--- src/rtl/mod_exp_pkg.sv ---
// Shared widths, timing constants, FSM encoding and the interleaved
// shift-add step used by the modular multiplier.
package mod_exp_pkg;

  localparam int KEY_W     = 32;
  localparam int MULW      = 34;
  localparam int MM_CYCLES = 33;
  localparam int CNT_W     = 6;

  typedef enum logic [2:0] {
    S_IDLE   = 3'd0,
    S_REDUCE = 3'd1,
    S_SQUARE = 3'd2,
    S_MULT   = 3'd3,
    S_DONE   = 3'd4
  } state_e;

  // One iteration: double, conditionally add a, then pull back below n.
  // With acc < n and a <= n the sum stays under 3n < 2^34, so two
  // conditional subtracts always suffice.
  function automatic logic [MULW-1:0] mm_step(
    input logic [MULW-1:0]  acc,
    input logic             add_en,
    input logic [KEY_W-1:0] a,
    input logic [KEY_W-1:0] n
  );
    logic [MULW-1:0] t;
    logic [MULW-1:0] nz;
    nz = {{(MULW-KEY_W){1'b0}}, n};
    t  = {acc[MULW-2:0], 1'b0} + (add_en ? {{(MULW-KEY_W){1'b0}}, a} : '0);
    if (t >= nz) t = t - nz;
    if (t >= nz) t = t - nz;
    return t;
  endfunction

endpackage

--- src/rtl/mod_exp_mod_mul.sv ---
// Bit-serial modular multiplier: p = a*b mod n. mm_start is the issue
// cycle; p and mm_done appear exactly 33 cycles later.
module mod_mul
  import mod_exp_pkg::*;
(
  input  logic             clk,
  input  logic             rst,
  input  logic             mm_start,
  input  logic [KEY_W-1:0] a,
  input  logic [KEY_W-1:0] b,
  input  logic [KEY_W-1:0] n,
  output logic             mm_done,
  output logic [KEY_W-1:0] p
);

  logic [KEY_W-1:0] a_q, b_q, n_q, p_q;
  logic [MULW-1:0]  acc_q, acc_d;
  logic [4:0]       it_q;
  logic             run_q, done_q;

  // b is scanned MSB first; a is the addend and must not exceed n.
  assign acc_d = mm_step(acc_q, b_q[KEY_W-1], a_q, n_q);

  always_ff @(posedge clk) begin
    if (rst) begin
      a_q    <= '0;
      b_q    <= '0;
      n_q    <= '0;
      p_q    <= '0;
      acc_q  <= '0;
      it_q   <= '0;
      run_q  <= 1'b0;
      done_q <= 1'b0;
    end else begin
      done_q <= 1'b0;
      if (mm_start) begin
        a_q   <= a;
        b_q   <= b;
        n_q   <= n;
        acc_q <= '0;
        it_q  <= '0;
        run_q <= 1'b1;
      end else if (run_q) begin
        acc_q <= acc_d;
        b_q   <= {b_q[KEY_W-2:0], 1'b0};
        it_q  <= it_q + 5'd1;
        if (it_q == 5'd31) begin
          run_q  <= 1'b0;
          p_q    <= acc_d[KEY_W-1:0];
          done_q <= 1'b1;
        end
      end
    end
  end

  assign p       = p_q;
  assign mm_done = done_q;

endmodule

--- src/rtl/mod_exp.sv ---
// Left-to-right square-and-multiply controller around mod_mul. The done
// cycle of one multiply doubles as the issue cycle of the next.
module mod_exp
  import mod_exp_pkg::*;
(
  input  logic             clk,
  input  logic             rst,
  input  logic             start,
  input  logic [KEY_W-1:0] base,
  input  logic [KEY_W-1:0] exponent,
  input  logic [KEY_W-1:0] modulus,
  output logic             busy,
  output logic [KEY_W-1:0] result,
  output logic             result_valid,
  output logic             error
);

  localparam logic [CNT_W-1:0] CNT_LAST = CNT_W'(MM_CYCLES - 1);

  state_e           state_q;
  logic [CNT_W-1:0] cnt_q;
  logic [4:0]       bit_q;
  logic [KEY_W-1:0] exp_q, base_q, n_q, b_q, acc_q, result_q;
  logic             first_q, mm_start_q, busy_q, rv_q, err_q;

  logic             mm_done;
  logic [KEY_W-1:0] mm_p, mm_a, mm_b, acc_cur;

  // On a done cycle the fresh product is only in mm_p; the first done
  // belongs to REDUCE and is the reduced base, not the accumulator.
  always_comb begin
    acc_cur = (mm_done && !first_q) ? mm_p : acc_q;
    mm_a    = acc_cur;
    mm_b    = acc_cur;
    case (state_q)
      S_REDUCE: begin
        mm_a = KEY_W'(1);
        mm_b = base_q;
      end
      S_MULT: begin
        mm_a = b_q;
        mm_b = acc_cur;
      end
      default: ;
    endcase
  end

  mod_mul u_mul (
    .clk      (clk),
    .rst      (rst),
    .mm_start (mm_start_q),
    .a        (mm_a),
    .b        (mm_b),
    .n        (n_q),
    .mm_done  (mm_done),
    .p        (mm_p)
  );

  always_ff @(posedge clk) begin
    if (rst) begin
      state_q    <= S_IDLE;
      cnt_q      <= '0;
      bit_q      <= '0;
      exp_q      <= '0;
      base_q     <= '0;
      n_q        <= '0;
      b_q        <= '0;
      acc_q      <= '0;
      result_q   <= '0;
      first_q    <= 1'b0;
      mm_start_q <= 1'b0;
      busy_q     <= 1'b0;
      rv_q       <= 1'b0;
      err_q      <= 1'b0;
    end else begin
      mm_start_q <= 1'b0;
      rv_q       <= 1'b0;
      err_q      <= 1'b0;

      if (mm_done) begin
        if (first_q) begin
          b_q     <= mm_p;
          first_q <= 1'b0;
        end else begin
          acc_q <= mm_p;
        end
      end

      case (state_q)
        S_IDLE: begin
          if (start) begin
            base_q     <= base;
            exp_q      <= exponent;
            n_q        <= modulus;
            acc_q      <= KEY_W'(1);
            first_q    <= 1'b1;
            bit_q      <= 5'd31;
            cnt_q      <= '0;
            busy_q     <= 1'b1;
            mm_start_q <= (modulus != '0);
            state_q    <= S_REDUCE;
          end
        end

        S_REDUCE: begin
          if (n_q == '0) begin
            result_q <= '0;
            rv_q     <= 1'b1;
            err_q    <= 1'b1;
            busy_q   <= 1'b0;
            state_q  <= S_IDLE;
          end else if (cnt_q == CNT_LAST) begin
            cnt_q      <= '0;
            mm_start_q <= 1'b1;
            state_q    <= S_SQUARE;
          end else begin
            cnt_q <= cnt_q + 1'b1;
          end
        end

        S_SQUARE, S_MULT: begin
          if (cnt_q != CNT_LAST) begin
            cnt_q <= cnt_q + 1'b1;
          end else begin
            cnt_q <= '0;
            if (state_q == S_SQUARE && exp_q[KEY_W-1]) begin
              mm_start_q <= 1'b1;
              state_q    <= S_MULT;
            end else begin
              // Current bit finished; move to the next one or wrap up.
              exp_q <= {exp_q[KEY_W-2:0], 1'b0};
              if (bit_q == 5'd0) begin
                state_q <= S_DONE;
              end else begin
                bit_q      <= bit_q - 5'd1;
                mm_start_q <= 1'b1;
                state_q    <= S_SQUARE;
              end
            end
          end
        end

        S_DONE: begin
          result_q <= mm_p;
          rv_q     <= 1'b1;
          busy_q   <= 1'b0;
          state_q  <= S_IDLE;
        end

        default: state_q <= S_IDLE;
      endcase
    end
  end

  assign busy         = busy_q;
  assign result       = result_q;
  assign result_valid = rv_q;
  assign error        = err_q;

endmodule

--- config.mk ---
export PLATFORM = sky130hd
export DESIGN_NAME = mod_exp
export DESIGN_NICKNAME = d
export VERILOG_FILES = /design/src/rtl/mod_exp_pkg.sv /design/src/rtl/mod_exp_mod_mul.sv /design/src/rtl/mod_exp.sv
export SDC_FILE = /design/constraint.sdc
export NUM_CORES = 1
export LEC_CHECK = 0
export ABC_AREA = 1
export BUFFER_PORTS_ARGS = -buffer_cell sky130_fd_sc_hd__buf_2
export CORE_AREA = 8 8 259 261
export CTS_CLUSTER_DIAMETER = 100
export DETAILED_ROUTE_END_ITERATION = 8
export DIE_AREA = 0 0 267 269
export GPL_ROUTABILITY_DRIVEN = 0
export PLACE_DENSITY = 0.5
export SYNTH_ARGS = -nofsm -noshare
export SYNTH_HDL_FRONTEND = slang
export SYNTH_SLANG_ARGS = --single-unit
--- constraint.sdc ---
create_clock -name clk -period 8.8 [get_ports clk]
set_input_delay 0.44 -clock clk [delete_from_list [all_inputs] [get_ports clk]]
set_output_delay 0.44 -clock clk [all_outputs]
set_load 0.005 [all_outputs]
# After elaboration in Yosys (flattened, before gate mapping)
# Index checks and enable logic that the tools add are counted.
dict set report totals {
  register_bits 379
  input_bits 99
  mem_bits_rw 0
  latchBits 0
  romBits 0
  output_inout_bits 35
  n_memories 0
  word_cells 126
}
dict set report classes {
  n_reduce_logical 25
  n_eq_ne 14
  mul 0
  shift 0
  bitwise 3
  n_div 0
  magnitude_cmp 2
  n_addsub 6
  n_mux 54
}
# op count
set ops {}
lappend ops {{32-bit 2-to-1 mux} 13}
lappend ops {{32-bit case mux with 2 select lines} 3}
lappend ops {{34-bit by 32-bit >= comparator with 1-bit output} 2}
lappend ops {{34-bit by 32-bit adder with 34-bit output} 1}
lappend ops {{34-bit 2-to-1 mux} 1}
lappend ops {{34-bit by 32-bit subtractor with 34-bit output} 1}
lappend ops {{33-bit 2-to-1 mux} 1}
lappend ops {{33-bit by 32-bit subtractor with 33-bit output} 1}
lappend ops {{32-bit logical NOT} 1}
lappend ops {{32-bit nonzero test} 1}
lappend ops {{6-bit 2-to-1 mux} 4}
lappend ops {{5-bit 2-to-1 mux} 4}
lappend ops {{3-bit 2-to-1 mux} 6}
lappend ops {{6-bit case mux with 3 select lines} 1}
lappend ops {{1-bit 2-to-1 mux} 16}
lappend ops {{2-bit != test (second input constant)} 6}
lappend ops {{3-bit AND reduction} 4}
lappend ops {{5-bit case mux with 2 select lines} 1}
lappend ops {{3-bit case mux with 3 select lines} 1}
lappend ops {{6-bit by 1-bit adder with 6-bit output (second input constant)} 1}
lappend ops {{3-bit by 2-bit equality test with 1-bit output (second input constant)} 2}
lappend ops {{6-bit equality test (second input constant)} 1}
lappend ops {{6-bit != test (second input constant)} 1}
lappend ops {{1-bit case mux with 3 select lines} 2}
lappend ops {{19 further kinds} 29}

# Longest topological paths before layout
dict set report logic_depth {
  word_depth 6
  depth_mapped 50
}

# Cells and area by module
# A second synthesis with hierarchy kept.
dict set report hier_totals {
  hier_cells 3387
  hier_area_um2 22400.2
}
# module area_per_inst_um2 seq_area_each_um2 cells_per_inst instances
set by_module_without_submodules {}
lappend by_module_without_submodules {mod_mul 13525.5 3363.2 2164 1}
lappend by_module_without_submodules {mod_exp 8874.8 4224.1 1223 1}

# Least setup slack after synthesis
# Ideal clock, no wire load.
dict set report synth_path {
  path_kind {reg2reg}
  start {register u_mul.b_q[31]}
  end {register u_mul.p_q[31], in the netlist u_mul.p[31]}
  slack_ns 2.433
  path_stages_with_launch 44
  required_ns 8.691
  setup_ns 0.109
  n_path_buf 5
  arrival_time_ns 6.258
  cell_sequence {dfxtp_1 -> clkbuf_1 -> clkbuf_1 -> nand2_1 -> inv_1 -> ha_1 -> inv_1 -> fa_1 -> inv_1 -> nand3_1 -> nand2_1 -> a21oi_1 -> o21ai_0 -> a21o_1 -> xor2_1 -> inv_1 -> ha_1 -> a21oi_1 -> (+8 left out) -> buf_6 -> o21ai_1 -> inv_1 -> ha_1 -> fa_1 -> o21ai_0 -> a21oi_1 -> o21bai_1 -> nand2_1 -> nand2_1 -> nand2_1 -> nand3_1 -> a21oi_4 -> buf_4 -> nand3_1 -> nand3_1 -> nand2_1 -> inv_1}
}
dict set report synth_via {
  elab_chain_cells 6
  word_cells_on_any_way 8
}
# item line_no
set synth_lines {}
lappend synth_lines {{start, declared} mod_exp_mod_mul.sv:16} ;# logic [KEY_W-1:0] a_q, b_q, n_q, p_q;
lappend synth_lines {{start signal, assigned} mod_exp_mod_mul.sv:45} ;# b_q <= {b_q[KEY_W-2:0], 1'b0};
lappend synth_lines {{32-bit 2-to-1 mux (*)} mod_exp_pkg.sv:30} ;# t = {acc[MULW-2:0], 1'b0} + (add_en ? {{(MULW-KEY_W){1'b0}}, a} : '0);
lappend synth_lines {{34-bit by 32-bit adder with 34-bit output (*)} mod_exp_pkg.sv:30}
lappend synth_lines {{34-bit by 32-bit subtractor with 34-bit output / 34-bit by 32-bit >= comparator with 1-bit output (equally long branches)} mod_exp_pkg.sv:31} ;# if (t >= nz) t = t - nz;
lappend synth_lines {{34-bit 2-to-1 mux (*)} mod_exp_pkg.sv:31}
lappend synth_lines {{33-bit by 32-bit subtractor with 33-bit output / 34-bit by 32-bit >= comparator with 1-bit output (equally long branches)} mod_exp_pkg.sv:32} ;# if (t >= nz) t = t - nz;
lappend synth_lines {{33-bit 2-to-1 mux (*)} mod_exp_pkg.sv:32}
lappend synth_lines {{end signal, assigned} mod_exp_mod_mul.sv:49} ;# p_q <= acc_d[KEY_W-1:0];
lappend synth_lines {{end, declared} mod_exp_mod_mul.sv:16}
# Every way passes the cells marked *; elsewhere a longest branch is shown, timed or not.
# A chain may end at the register's enable or synchronous reset.

# Worst setup path after layout
dict set report layout_path {
  start {register u_mul.b_q[31]}
  end {register u_mul.p_q[20], in the netlist u_mul.p[20]}
}
# Same word-level chain as after synthesis.

==> run_results.csv <==
group,metric,value,unit
setup_path,cpPeakStageDelay,0.47,ns
die,die_h,269,µm
setup_path,path_max_fanout,32,
global_routing,grt_pass1_vias,19900,
cts,ctsHtreeMaxLevel,2,
yosys,netlist.area_leader.share,34.8,%
yosys,synthTopCellsByArea,"dfxtp_1 (35%), nand2_1 (10%), inv_1 (8.5%)",
placed_design,place.detailed.hpwl,54100,µm
global_routing,grt_max_degree,111,
placed_design,portBuffers,133,
timing,finalHoldViolCount,0,
finish,diodes,0,
placed_design,post-place-ws,0.910,ns
timing,fin_ws,0.764,ns
setup_path,cp.arrival,8.56,ns
setup_path,critPathSlowestCell,"dfxtp_1",
setup_path,cp.depth,41,
cts,clock_path_buffers,3,
die,io_pins,134,
finish,n_fill_cell,6704,
global_routing,grt_antenna_before_repair,2,
detailed_routing,drt_iter0_drc,1650,
die,rows,92,
cts,cts_root_buffer,"clkbuf_16",
setup_path,critPathTopFamily,"compound AO/OA/AOI/OAI gates",
global_routing,track_usage,19.4,%
timing,min_period_over_period,91.3,%
setup_path,cp_num_buf_inv,7,
status,status,"completed",
setup_path,critPathKind,"flip-flop to flip-flop",
detailed_routing,drt-vias-per-instance,5.11,
detailed_routing,dr.pass1.iters,8,
finish,finalNetCount,3467,
finish,stdcell_count,4139,
cts,cts.sinks,379,
detailed_routing,drc,0,
cts,clkTransAtPathRegs,0.06,ns
detailed_routing,ant_nets,0,
worst_hold_path,hp-class,"primary input to flip-flop",
yosys,synth_cells,3215,
yosys,ys_ff_latch,379,
cts,cts_tree,"built",
timing,slew_violations,0,
yosys,yosysTopAreaCell,"dfxtp_1",
detailed_routing,wl,72500,µm
timing,finalSetupViolations,0,
yosys,synth_seq_area_share,34.8,%
timing,worst-slew-pin-transition,1.19,ns
setup_path,endpoint_kind,"flip-flop",
setup_path,r2r_cells,41,
yosys,yosysWarnings,0,
timing,setup_tns,0,ns
die,initial_core_util,34.7,%
cts,cts_resized,0,
cts,numCtsBuffers,44,
timing,grt_setup_unrepaired,"false",
timing,period_minus_slack,8.04,ns
yosys,avgSynthCellArea,6.77,µm²
setup_path,worst-r2r-setup-slack,0.76,ns
finish,synthToLayoutAreaGrowth,12.4,%
run,cap_violations,0,
worst_hold_path,worstHoldPathCells,3,
global_routing,grt_pass1_wl,112000,µm
detailed_routing,vias,21100,
die,die-area,71800,µm²
setup_path,crit_required,9.32,ns
global_routing,grt-ovfl-total,0,
cts,postCtsSetupBuffers,0,
yosys,synth_area,21800,µm²
timing,finClkSkew,0.0287,ns
yosys,ys_types,54,
detailed_routing,wl_per_cell,17.5,µm
finish,drive_gt1_share,9.41,%
cts,insertion_delay,0.59,ns
die,dieWidth,267,µm
yosys,synth_fp_nets,3417,
placed_design,dp_cells,4065,
cts,postCtsHoldBufs,0,
setup_path,start_kind,"flip-flop",
setup_path,worst_path_most_repeated_cell,"nand2_1",
timing,fmaxAchievable,124,MHz
timing,slew_headroom,20.3,%
die,core_area,62700,µm²
==> final timing paths <==
| check | start | to |
|---|---|---|
| min reg2reg | base_q[7] | base_q[7] |
| max | u_mul.b_q[31] | u_mul.p[20] |
| max reg2reg | u_mul.b_q[31] | u_mul.p[20] |
| min | base[0] | base_q[0] |
==> per-layer routing <==
layer | global-route usage (%) | up-vias | wire [µm]
li1 | - | 10600 | -
met5 | 0 | - | 0
met3 | 2.84 | 118 | 3900
met1 | 24.7 | 9831 | 32200
met2 | 33.5 | 578 | 34500
met4 | 6.03 | 0 | 1930
==> worst reg2reg max path: cells and delay by family (launching register included) <==
family | cells | cell delay, ns
AOI/OAI and AO/OA | 12 | 2.49
and+or+nand+nor | 18 | 2.28
buffers and inverters | 7 | 1.57
adders and majority gates | 3 | 0.88
DFF | 1 | 0.47
xor gates and xnor gates | 1 | 0.32
==> kinds of logic (layout without fill, tap and decap cells) <==
logic type               after synthesis  after routing  share of synthesized area (%)
buffers and inverters                655            733                           11.7
flip-flops                           379            379                           34.8
XOR/XNOR                              81             81                           3.29
AO/OA/AOI/OAI                        796            796                           20.6
adder cells (fa/ha/maj)              103            103                           6.02
AND/OR/NAND/NOR                     1201           1201                           23.5
==> placed cells by master, fill, tap and decap left out, drive strengths merged, types with 60 or more instances in the layout <==
master | netlist | routed
clkbuf | 121 | 60
a21oi | 286 | 286
ha | 100 | 100
a211oi | 64 | 64
nor2 | 303 | 303
nand3 | 182 | 182
o21ai | 299 | 299
dfxtp | 379 | 379
nand2 | 625 | 625
buf | 32 | 157
inv | 500 | 502
==> through the flow <==
step / area [µm²] / utilization [%] / hold slack [ns]
finish: 24500 / 39.0 / 0.0862
CTS: 24500 / 39.0 / 0.0528
floorplan: 21800 / - / 0.429
detailed placement: 23000 / 36.7 / 0.451
global route: 24500 / 39.0 / 0.0830
global placement: 23000 / 36.7 / 0.448
==> cell usage after synthesis (all sizes together) <==
cell type and instances:
nand4 14, a22oi 1, clkbuf 121, dfxtp 379, nor3 37, o21a 4, a31oi 43, a21boi 1
a221oi 1, o2111ai 1, nand3 182, nand3b 7, a21o 14, and3 2, o31ai 1, and2 2
o221ai 19, xnor2 30, buf 32, o211ai 8, or2 5, nor4 22, o21ai 299, fa 3
o22ai 33, o21bai 19, nor3b 2, ha 100, a311oi 1, a21oi 286, nor2 303, inv 500
o311ai 1, xor2 51, clkinv 2, nand2 625, a211oi 64
==> registers in the layout, indices dropped and copies added, names as in the netlist <==
signal,flops
u_mul.n_q,32
error,1
u_mul.it_q,5
first_q,1
acc_q,32
u_mul.p,32
u_mul.mm_done,1
u_mul.run_q,1
result_valid,1
state_q,3
result,32
mm_start_q,1
u_mul.a_q,32
u_mul.acc_q,33
exp_q,32
busy,1
base_q,32
b_q,32
bit_q,5
n_q,32
cnt_q,6
u_mul.b_q,32
==> final cells by class <==
class	instances	area [µm²]	area share [%]
Multi-Input combinational cell	2181	11700	47.6
Sequential cell	379	7590	31.0
Inverter	502	1890	7.71
Clock buffer	60	1260	5.16
Tap cell	846	1060	4.32
Timing Repair Buffer	157	846	3.45
Clock inverter	14	184	0.751
Power is not shown: default switching activity piles up to over one toggle a cycle in this logic, so the estimate is an artifact.
